--- config.mk ---
export PLATFORM = sky130hd
export DESIGN_NAME = i2s_stereo_packer
export DESIGN_NICKNAME = d
export VERILOG_FILES = /design/src/rtl/i2s_pkg.sv /design/src/rtl/axis_sync_fifo.sv /design/src/rtl/i2s_stereo_packer.sv
export SDC_FILE = /design/constraint.sdc
export NUM_CORES = 1
export LEC_CHECK = 0
export BUFFER_PORTS_ARGS = -buffer_cell sky130_fd_sc_hd__buf_2
export CORE_MARGIN = 1.5
export CORE_UTILIZATION = 50
export CTS_BUF_LIST = sky130_fd_sc_hd__clkbuf_16
export DETAILED_ROUTE_END_ITERATION = 8
export PLACE_DENSITY_LB_ADDON = 0.3
export SLEW_MARGIN = 10
export SYNTH_ARGS = -nofsm -noshare
export SYNTH_HDL_FRONTEND = slang
export SYNTH_HIERARCHICAL = 1
export SYNTH_SLANG_ARGS = --single-unit
--- constraint.sdc ---
create_clock -name s_axis_aclk -period 4.8 [get_ports s_axis_aclk]
set_input_delay 0.24 -clock s_axis_aclk [delete_from_list [all_inputs] [get_ports s_axis_aclk]]
set_output_delay 0.24 -clock s_axis_aclk [all_outputs]
set_load 0.005 [all_outputs]
--- src/rtl/i2s_pkg.sv ---
// Shared types, channel constants and the saturating scale helper for the
// I2S stereo packer.
//   pair_state_t : pairing FSM states (WAIT_L, HAVE_L)
//   CH_LEFT/RIGHT: channel tag carried on s_axis_tlast
//   sat_scale()  : (sample <<< gain) >>> rshift, clamped to a signed out_w range
package i2s_pkg;

    typedef enum logic {
        WAIT_L = 1'b0,
        HAVE_L = 1'b1
    } pair_state_t;

    localparam logic CH_LEFT  = 1'b0;
    localparam logic CH_RIGHT = 1'b1;

    // sample must arrive sign-extended to 64 bits; 64 bits covers any
    // SAMPLE_BITS+15 intermediate used here, so the shift never overflows.
    function automatic logic [31:0] sat_scale(
        input logic signed [63:0] sample,
        input logic        [3:0]  gain,
        input int unsigned        rshift,
        input int unsigned        out_w
    );
        logic signed [63:0] v;
        logic signed [63:0] hi;
        logic signed [63:0] lo;
        v  = (sample <<< gain) >>> rshift;
        hi = (64'sd1 <<< (out_w - 1)) - 64'sd1;
        lo = -(64'sd1 <<< (out_w - 1));
        if (v > hi) begin
            v = hi;
        end else if (v < lo) begin
            v = lo;
        end
        return v[31:0];
    endfunction

endpackage

--- src/rtl/axis_sync_fifo.sv ---
// First-word-fall-through synchronous FIFO.
//   clk, rst_n        : clock, asynchronous active-low reset
//   wr_en, wr_data    : write request (caller guarantees not full unless popping)
//   full              : no free entry
//   rd_en             : consumer ready; pops when an entry is present
//   rd_valid, rd_data : head entry (rd_data reads 0 while empty)
// DEPTH must be a power of two, at least 2.
module axis_sync_fifo #(
    parameter int unsigned WIDTH = 33,
    parameter int unsigned DEPTH = 4
) (
    input  logic             clk,
    input  logic             rst_n,
    input  logic             wr_en,
    input  logic [WIDTH-1:0] wr_data,
    output logic             full,
    input  logic             rd_en,
    output logic             rd_valid,
    output logic [WIDTH-1:0] rd_data
);

    localparam int unsigned AW = $clog2(DEPTH);

    logic [WIDTH-1:0] mem [DEPTH];
    logic [AW:0]      wr_ptr;
    logic [AW:0]      rd_ptr;
    logic             empty;
    logic             pop;

    // Extra wrap bit: equal pointers = empty, only the wrap bit differing = full.
    assign empty    = (wr_ptr == rd_ptr);
    assign full     = (wr_ptr[AW] != rd_ptr[AW]) && (wr_ptr[AW-1:0] == rd_ptr[AW-1:0]);
    assign rd_valid = !empty;
    assign pop      = rd_en && !empty;
    assign rd_data  = empty ? '0 : mem[rd_ptr[AW-1:0]];

    always_ff @(posedge clk) begin
        if (wr_en) begin
            mem[wr_ptr[AW-1:0]] <= wr_data;
        end
    end

    always_ff @(posedge clk or negedge rst_n) begin
        if (!rst_n) begin
            wr_ptr <= '0;
            rd_ptr <= '0;
        end else begin
            if (wr_en) begin
                wr_ptr <= wr_ptr + 1'b1;
            end
            if (pop) begin
                rd_ptr <= rd_ptr + 1'b1;
            end
        end
    end

endmodule

--- src/rtl/i2s_stereo_packer.sv ---
// Pairs per-channel I2S words into packed stereo AXI-Stream words.
//   s_axis_*        : per-channel input words, tlast = channel (0 L, 1 R);
//                     never backpressured (tready is 1 whenever out of reset)
//   gain_shift      : power-of-two gain applied per accepted word
//   m_axis_*        : {left, right} stereo words, tlast closes each frame
//   drop_count      : unpaired words discarded (saturating)
//   overflow_count  : pairs lost to a full FIFO (saturating)
module i2s_stereo_packer
    import i2s_pkg::*;
#(
    parameter int unsigned IN_WIDTH    = 32,
    parameter int unsigned SAMPLE_BITS = 24,
    parameter int unsigned OUT_WIDTH   = 16,
    parameter int unsigned FIFO_DEPTH  = 4,
    parameter int unsigned FRAME_PAIRS = 256
) (
    input  logic                   s_axis_aclk,
    input  logic                   s_axis_aresetn,
    input  logic                   s_axis_tvalid,
    output logic                   s_axis_tready,
    input  logic [IN_WIDTH-1:0]    s_axis_tdata,
    input  logic                   s_axis_tlast,
    input  logic [3:0]             gain_shift,
    output logic                   m_axis_tvalid,
    input  logic                   m_axis_tready,
    output logic [2*OUT_WIDTH-1:0] m_axis_tdata,
    output logic                   m_axis_tlast,
    output logic [15:0]            drop_count,
    output logic [15:0]            overflow_count
);

    localparam int unsigned FCW = (FRAME_PAIRS > 1) ? $clog2(FRAME_PAIRS) : 1;
    localparam int unsigned FW  = 2 * OUT_WIDTH + 1;

    logic signed [SAMPLE_BITS-1:0] sample;
    logic                          accept;

    logic                 stg_valid;
    logic                 stg_ch;
    logic [OUT_WIDTH-1:0] stg_val;
    logic [OUT_WIDTH-1:0] left_q;

    pair_state_t state_q, state_d;
    logic        load_left;
    logic        push;
    logic        drop_inc;

    logic           fifo_full;
    logic           push_ok;
    logic           pop;
    logic [FCW-1:0] frame_cnt;
    logic           frame_last;
    logic [FW-1:0]  fifo_rd_data;

    assign sample = s_axis_tdata[IN_WIDTH-1 -: SAMPLE_BITS];
    assign accept = s_axis_tvalid && s_axis_tready;

    generate
        if (SAMPLE_BITS < IN_WIDTH) begin : g_low_bits
            logic unused_low_bits;
            assign unused_low_bits = ^s_axis_tdata[IN_WIDTH-SAMPLE_BITS-1:0];
        end
    endgenerate

    always_ff @(posedge s_axis_aclk or negedge s_axis_aresetn) begin
        if (!s_axis_aresetn) begin
            s_axis_tready <= 1'b0;
        end else begin
            s_axis_tready <= 1'b1;
        end
    end

    // Scale stage: one registered word per accepted input.
    always_ff @(posedge s_axis_aclk or negedge s_axis_aresetn) begin
        if (!s_axis_aresetn) begin
            stg_valid <= 1'b0;
            stg_ch    <= CH_LEFT;
            stg_val   <= '0;
        end else begin
            stg_valid <= accept;
            if (accept) begin
                stg_ch  <= s_axis_tlast;
                stg_val <= OUT_WIDTH'(sat_scale(
                    {{(64 - SAMPLE_BITS){sample[SAMPLE_BITS-1]}}, sample},
                    gain_shift, SAMPLE_BITS - OUT_WIDTH, OUT_WIDTH));
            end
        end
    end

    always_ff @(posedge s_axis_aclk or negedge s_axis_aresetn) begin
        if (!s_axis_aresetn) begin
            state_q <= WAIT_L;
        end else begin
            state_q <= state_d;
        end
    end

    always_comb begin
        state_d   = state_q;
        load_left = 1'b0;
        push      = 1'b0;
        drop_inc  = 1'b0;
        if (stg_valid) begin
            case (state_q)
                WAIT_L: begin
                    if (stg_ch == CH_LEFT) begin
                        load_left = 1'b1;
                        state_d   = HAVE_L;
                    end else begin
                        drop_inc = 1'b1;
                    end
                end
                HAVE_L: begin
                    if (stg_ch == CH_RIGHT) begin
                        push    = 1'b1;
                        state_d = WAIT_L;
                    end else begin
                        load_left = 1'b1;
                        drop_inc  = 1'b1;
                    end
                end
                default: state_d = WAIT_L;
            endcase
        end
    end

    always_ff @(posedge s_axis_aclk or negedge s_axis_aresetn) begin
        if (!s_axis_aresetn) begin
            left_q <= '0;
        end else if (load_left) begin
            left_q <= stg_val;
        end
    end

    // A full FIFO still takes the pair when the head leaves in the same cycle.
    assign pop        = m_axis_tvalid && m_axis_tready;
    assign push_ok    = push && (!fifo_full || pop);
    assign frame_last = (frame_cnt == FCW'(FRAME_PAIRS - 1));

    always_ff @(posedge s_axis_aclk or negedge s_axis_aresetn) begin
        if (!s_axis_aresetn) begin
            frame_cnt <= '0;
        end else if (push_ok) begin
            frame_cnt <= frame_last ? '0 : frame_cnt + 1'b1;
        end
    end

    always_ff @(posedge s_axis_aclk or negedge s_axis_aresetn) begin
        if (!s_axis_aresetn) begin
            drop_count     <= '0;
            overflow_count <= '0;
        end else begin
            if (drop_inc && (drop_count != '1)) begin
                drop_count <= drop_count + 1'b1;
            end
            if (push && !push_ok && (overflow_count != '1)) begin
                overflow_count <= overflow_count + 1'b1;
            end
        end
    end

    axis_sync_fifo #(
        .WIDTH (FW),
        .DEPTH (FIFO_DEPTH)
    ) u_fifo (
        .clk      (s_axis_aclk),
        .rst_n    (s_axis_aresetn),
        .wr_en    (push_ok),
        .wr_data  ({frame_last, left_q, stg_val}),
        .full     (fifo_full),
        .rd_en    (m_axis_tready),
        .rd_valid (m_axis_tvalid),
        .rd_data  (fifo_rd_data)
    );

    assign m_axis_tlast = fifo_rd_data[FW-1];
    assign m_axis_tdata = fifo_rd_data[FW-2:0];

endmodule

* Word level (Yosys, flattened, before mapping)
Memory sizes are Yosys's and may differ from the RTL's. Index checks and enable logic that the tools add are counted.
Storage, ports and cells: flip-flop bits (word level) 82, bits in writable memories 132, memories kept 1, input port bits 41, word-level logic and storage cells 51, output and inout bits 67
Cells by class: shift operators 1, equal/unequal tests 6, mux-type cells 13, add/subtract/negate cells 5, reduce and logical (&&, ||, !) cells 11, $lt $le $gt $ge 2, bitwise operators 1
Memories:
- u_fifo.mem | depth 4, bits a word 33, read ports 1, clocked after memory_dff 0, write ports 1, line axis_sync_fifo.sv:24 | logic [WIDTH-1:0] mem [DEPTH];
Operators with widths (count):
- $sshl A24 B4 Y64 | 1
- $gt A56 B16 Y1 const B | 1
- $lt A56 B16 Y1 const B | 1
- $mux W33 | 1
- $add A16 B1 Y16 const B | 2
- $mux W16 | 2
- $ne A16 B16 Y1 const B | 2
- $add A8 B1 Y8 const B | 1
- $eq A8 B8 Y1 const B | 1
- $mux W1 | 8
- $mux W8 | 1
- $logic_and A1 B1 Y1 | 7
- $add A3 B1 Y3 const B | 2
- $eq A3 B3 Y1 | 1
- $logic_not A1 Y1 | 3
- $eq A2 B2 Y1 | 1
- $pmux W1 S2 | 1
- $logic_or A1 B1 Y1 | 1
- $ne A1 B1 Y1 | 1
- $not A1 Y1 | 1

* Longest topological paths before layout
depth after elaboration 8, depth in mapped cells 12, gate-level depth less buffers 8

* Modules after synthesis
The synthesis kept the hierarchy.
By module, submodules not included:
- axis_sync_fifo | times used 1, cells each 246, area an instance 5514.0 sq um, seq. area each 4113.9 sq um
- i2s_stereo_packer | times used 1, cells each 432, area an instance 4555.6 sq um, seq. area each 1901.8 sq um

* Worst setup path after synthesis
Ideal clock, no wire load.
kind reg2reg, start register u_fifo.rd_ptr[1], end memory u_fifo.mem[3][0] (enable), path buffers 2, setup slack 1.638 ns, stages on the path, launching flop included 9, data required time 4.405 ns, arrival 2.768 ns, cells stage by stage dfrtp_1 -> buf_4 -> xor2_1 -> nor3_4 -> buf_4 -> inv_1 -> a21boi_0 -> nor2_1 -> and2_1
Between the ends: cells in the longest elaborated chain, start to end 7
RTL lines:
- start, declared | line axis_sync_fifo.sv:26 | logic [AW:0] rd_ptr;
- start signal, assigned | line axis_sync_fifo.sv:52 | rd_ptr <= rd_ptr + 1'b1;
- $eq A3 B3 Y1 | line axis_sync_fifo.sv:31 | assign empty = (wr_ptr == rd_ptr);
- $logic_not A1 Y1 | line axis_sync_fifo.sv:33 | assign rd_valid = !empty;
- net m_axis_tvalid | line i2s_stereo_packer.sv:24 | output logic m_axis_tvalid,
- $logic_and A1 B1 Y1 | line i2s_stereo_packer.sv:136 | assign pop = m_axis_tvalid && m_axis_tready;
- $logic_or A1 B1 Y1 | line i2s_stereo_packer.sv:137 | assign push_ok = push && (!fifo_full || pop);
- $logic_and A1 B1 Y1 | line i2s_stereo_packer.sv:137
- net push_ok | line i2s_stereo_packer.sv:49 | logic push_ok;
- $mux W1 | line axis_sync_fifo.sv:38 | if (wr_en) begin
- $mux W1 (not written as such) | line axis_sync_fifo.sv:39 | mem[wr_ptr[AW-1:0]] <= wr_data;
- end, declared | line axis_sync_fifo.sv:24
The timed path passes the listed nets, and every way through them passes these cells.

* Worst setup path in the final report
start register u_fifo.rd_ptr[2], end memory u_fifo.mem[2][25] (enable)
Between the ends: cells in the longest elaborated chain, start to end 7
RTL lines (line):
- $eq A3 B3 Y1 or $ne A1 B1 Y1 (tied branches) | axis_sync_fifo.sv:31, axis_sync_fifo.sv:32
- $logic_not A1 Y1 or $logic_and A1 B1 Y1 (tied branches) | axis_sync_fifo.sv:33, axis_sync_fifo.sv:32
- $logic_and A1 B1 Y1 or $logic_not A1 Y1 (tied branches) | i2s_stereo_packer.sv:136, i2s_stereo_packer.sv:137
- $logic_or A1 B1 Y1 * | i2s_stereo_packer.sv:137
- $logic_and A1 B1 Y1 * | i2s_stereo_packer.sv:137
- net push_ok | i2s_stereo_packer.sv:49
- $mux W1 * | axis_sync_fifo.sv:38
- $mux W1 (not written as such) * | axis_sync_fifo.sv:39
The timed path passes the listed nets; every way through them passes the cells marked *.

==> results_dict.tcl <==
set metrics [dict create \
    drt-wirelength-per-cell_um 18.3 \
    overflow 0 \
    cp_data_arrival_time_ns 3.50 \
    rows 51 \
    fmax_mhz 299 \
    synth-seq-cells 214 \
    switching_share_pct 29.3 \
    drv_cap 0 \
    clockPowerShare_pct 28.6 \
    rsz0062_at_grt "no" \
    worstReg2RegStart "u_fifo/rd_ptr[2]" \
    syn2layout_area_growth_pct 13.3 \
    netlist_instances 678 \
    path_cells "xor2_1 > nor3_4 > inv_1 > a21boi_0 > nor2_1 > and2_1 > buf_4" \
    die-area_um2 21000 \
    ys_warn_count 6 \
    grt_max_degree 83 \
    core_area_um2 19600 \
    die_h_um 145 \
    worstPathMaxFanout 22 \
    synth_nets 728 \
    hold-path-endpoint "u_fifo/rd_ptr[2]" \
    seqPwrFrac_pct 44.7 \
    grt_pass1_vias 5997 \
    reg2reg_slack_ns 1.45 \
    initial_utilization_pct 51.4 \
    synth.top_cells.by_area "edfxtp_1, dfrtp_1, mux4_1" \
    yosysTopAreaCellShare_pct 39.4 \
    synthTopCellsByCount "edfxtp_1, dfrtp_1, nand2_1" \
    cts_tree "built" \
    hold_violations 0 \
    syn_area_per_cell_um2 14.9 \
    crit_type "reg2reg" \
    crit_slowest_cell "nor2_1" \
    clock_sinks 214 \
    clock_skew_ns 0.00907 \
    slew-limit-headroom_pct 23.7 \
    holdPathStages 3 \
    async_reset_ff_share_pct 38.3 \
    die_x_um 145 \
    ios 108 \
    slowest_delay_ns 0.67 \
    synth_edf_count 132 \
    final.fill_count 1538 \
    hp-class "in2reg" \
    synth.cell_area_um2 10100 \
    cts_buffers 22 \
    r2r_cells 7 \
    combPwrFrac_pct 26.7 \
    slew_viol_final 0 \
    crit_required_ns 4.96 \
    detailed_place_hpwl_mm 12.7 \
    ys_seq_area_share_pct 59.7 \
    antenna_cells 0 \
    post-route-min-period_ns 3.35 \
    viasPerCell 5.66 \
    finalWirelength_mm 19.4 \
    h-tree-depth 1 \
    synth_most_common_cell "edfxtp_1" \
    drive_gt1_share_pct 24.5 \
    p_switching_mw 1.55 \
    track_usage_pct 18.8 \
    internal-power_mw 3.75 \
    synth_cell_type_count 60 \
    first_iter_violations 314 \
    ys.flop_type "edfxtp_1" \
    vias 5983 \
    worstMarginPinSlew_ns 1.14 \
    grt_pass1_wl_mm 31.9 \
    r2r-end "u_fifo/mem[2][25]" \
    ctsLongestPathBuffers 3 \
    drc 0 \
    setup_tns_ns 0 \
    firstDrtPassIters 4 \
    finalCritPeriodShare_pct 69.7 \
    p_leak_nw 4.43 \
    io_buffers 99 \
    outcome "complete, no violations" \
    cts_setup_buffers 0 \
    final_util_pct 58.3 \
    gp_congestion 0.854 \
    hold_start "m_axis_tready" \
    path_clk_slew_ns 0.06 \
    yosysTopAreaCell "edfxtp_1" \
    clock-root-buffer "clkbuf_16" \
    nets 827 \
    setup_viol 0 \
    crit_path_start_kind "flop" \
    power_density_nw_per_um2 464 \
    setup.worst_path.end_class "flop" \
    ir_worst_vdd_v 0.000224 \
    postRouteAntennaNets 0 \
    insertion_delay_ns 0.49 \
    grt_antenna_before_repair 0 \
]
cell families (layout without fill, tap and decap cells):
| logic type | after synthesis | after routing | synth area share, % |
|---|---|---|---|
| muxes | 98 | 98 | 18.1 |
| buffers and inverters | 48 | 163 | 2.65 |
| other | 1 | 1 | 0.0372 |
| xor gates and xnor gates | 40 | 40 | 3.55 |
| AOI/OAI and AO/OA | 88 | 88 | 5.72 |
| and+or+nand+nor | 180 | 180 | 9.12 |
| adders and majority gates | 9 | 9 | 1.12 |
| DFF | 214 | 214 | 59.7 |
cells in the final DEF (no fill, tap or decap), types with 10 or more instances in the layout:
| master | count |
|---|---|
| nand3_1 | 13 |
| edfxtp_1 | 132 |
| xor2_1 | 11 |
| xnor2_1 | 28 |
| clkbuf_16 | 23 |
| mux4_2 | 21 |
| buf_2 | 98 |
| nand2_1 | 52 |
| dfrtp_1 | 82 |
| mux4_1 | 33 |
| inv_1 | 23 |
| a21oi_1 | 23 |
| nor2b_1 | 37 |
| o211ai_1 | 10 |
| nor2_1 | 31 |
| o21ai_0 | 18 |
| mux2_2 | 31 |
| mux2i_1 | 13 |
| nand4_1 | 13 |
worst max-delay path by stage:
stage,to,slack [ns],start
4_1_cts,u_fifo/mem[2][12],1.40,u_fifo/wr_ptr[0]
5_1_grt,u_fifo/mem[2][3],1.19,u_fifo/rd_ptr[2]
6_report,u_fifo/mem[2][25],1.45,u_fifo/rd_ptr[2]
3_3_place_gp,u_fifo/mem[2][28],1.51,u_fifo/rd_ptr[2]
2_1_floorplan,u_fifo/mem[3][0],1.64,u_fifo/rd_ptr[1]
3_5_place_dp,u_fifo/mem[2][12],1.42,u_fifo/wr_ptr[0]
layer usage:
layer  share of wire, %  track usage [%]  vias up  wire length, µm
li1                   -                -     2799                -
met1                 45             26.2     2983             8820
met2                 49             31.9      177             9470
met3                4.4             2.30       24              854
met4                1.3             4.07        0              251
met5                  0                0        -                0
critical path, delay by kind of cell, from the launching register on:
| family | cells | cell delay, ns |
|---|---|---|
| AOI/OAI and AO/OA | 1 | 0.19 |
| xor gates and xnor gates | 1 | 0.49 |
| buffers and inverters | 2 | 0.53 |
| DFF | 1 | 0.40 |
| and+or+nand+nor | 3 | 1.37 |
power by group through the flow:
| stage | clock [mW] | sequential (mW) | combinational [mW] |
|---|---|---|---|
| 4_1_cts | 1.54 | 2.37 | 1.44 |
| 3_5_place_dp | 0 | 2.41 | 1.43 |
| 3_3_place_gp | 0 | 2.39 | 1.40 |
| 2_1_floorplan | 0 | 2.35 | 0.987 |
| 6_report | 1.52 | 2.37 | 1.41 |
| 5_1_grt | 1.62 | 2.40 | 1.55 |
repair_timing:
item                                   in CTS  in global routing
endpoints found under the hold margin      34                  0
hold buffers                                2                  0
gates resized for setup                     0                  0
area by class of cell:
class	instances	area (µm²)	share of cell area (%)
multi-input combinational	416	3790	33.2
clock inverter	17	70.1	0.614
tap	265	332	2.91
inverter	14	52.6	0.460
clock buffer	23	576	5.04
timing repair buffer	109	578	5.06
sequential	214	6020	52.7
sequential cells by signal (all words and copies together), names as in the netlist:
register and flops:
u_fifo/rd_ptr 3, left_q 16, state_q 1, s_axis_tready 1, u_fifo/mem 132, stg_valid 1
overflow_count 16, stg_ch 1, drop_count 16, u_fifo/wr_ptr 3, stg_val 16, frame_cnt 8
stage by stage:
stage | setup slack, ns | area, µm² | hold slack [ns] | instances | power (mW)
after global placement | 1.51 | 10700 | 0.468 | 1016 | 3.79
after detailed placement | 1.42 | 10700 | 0.477 | 1016 | 3.84
after CTS | 1.40 | 11400 | 0.0808 | 1058 | 5.35
after global routing | 1.19 | 11400 | 0.0957 | 1058 | 5.57
final | 1.45 | 11400 | 0.0953 | 1058 | 5.30
after floorplan | 1.64 | 10100 | -0.0556 | 678 | 3.34
(Power assumes the default switching activity.)
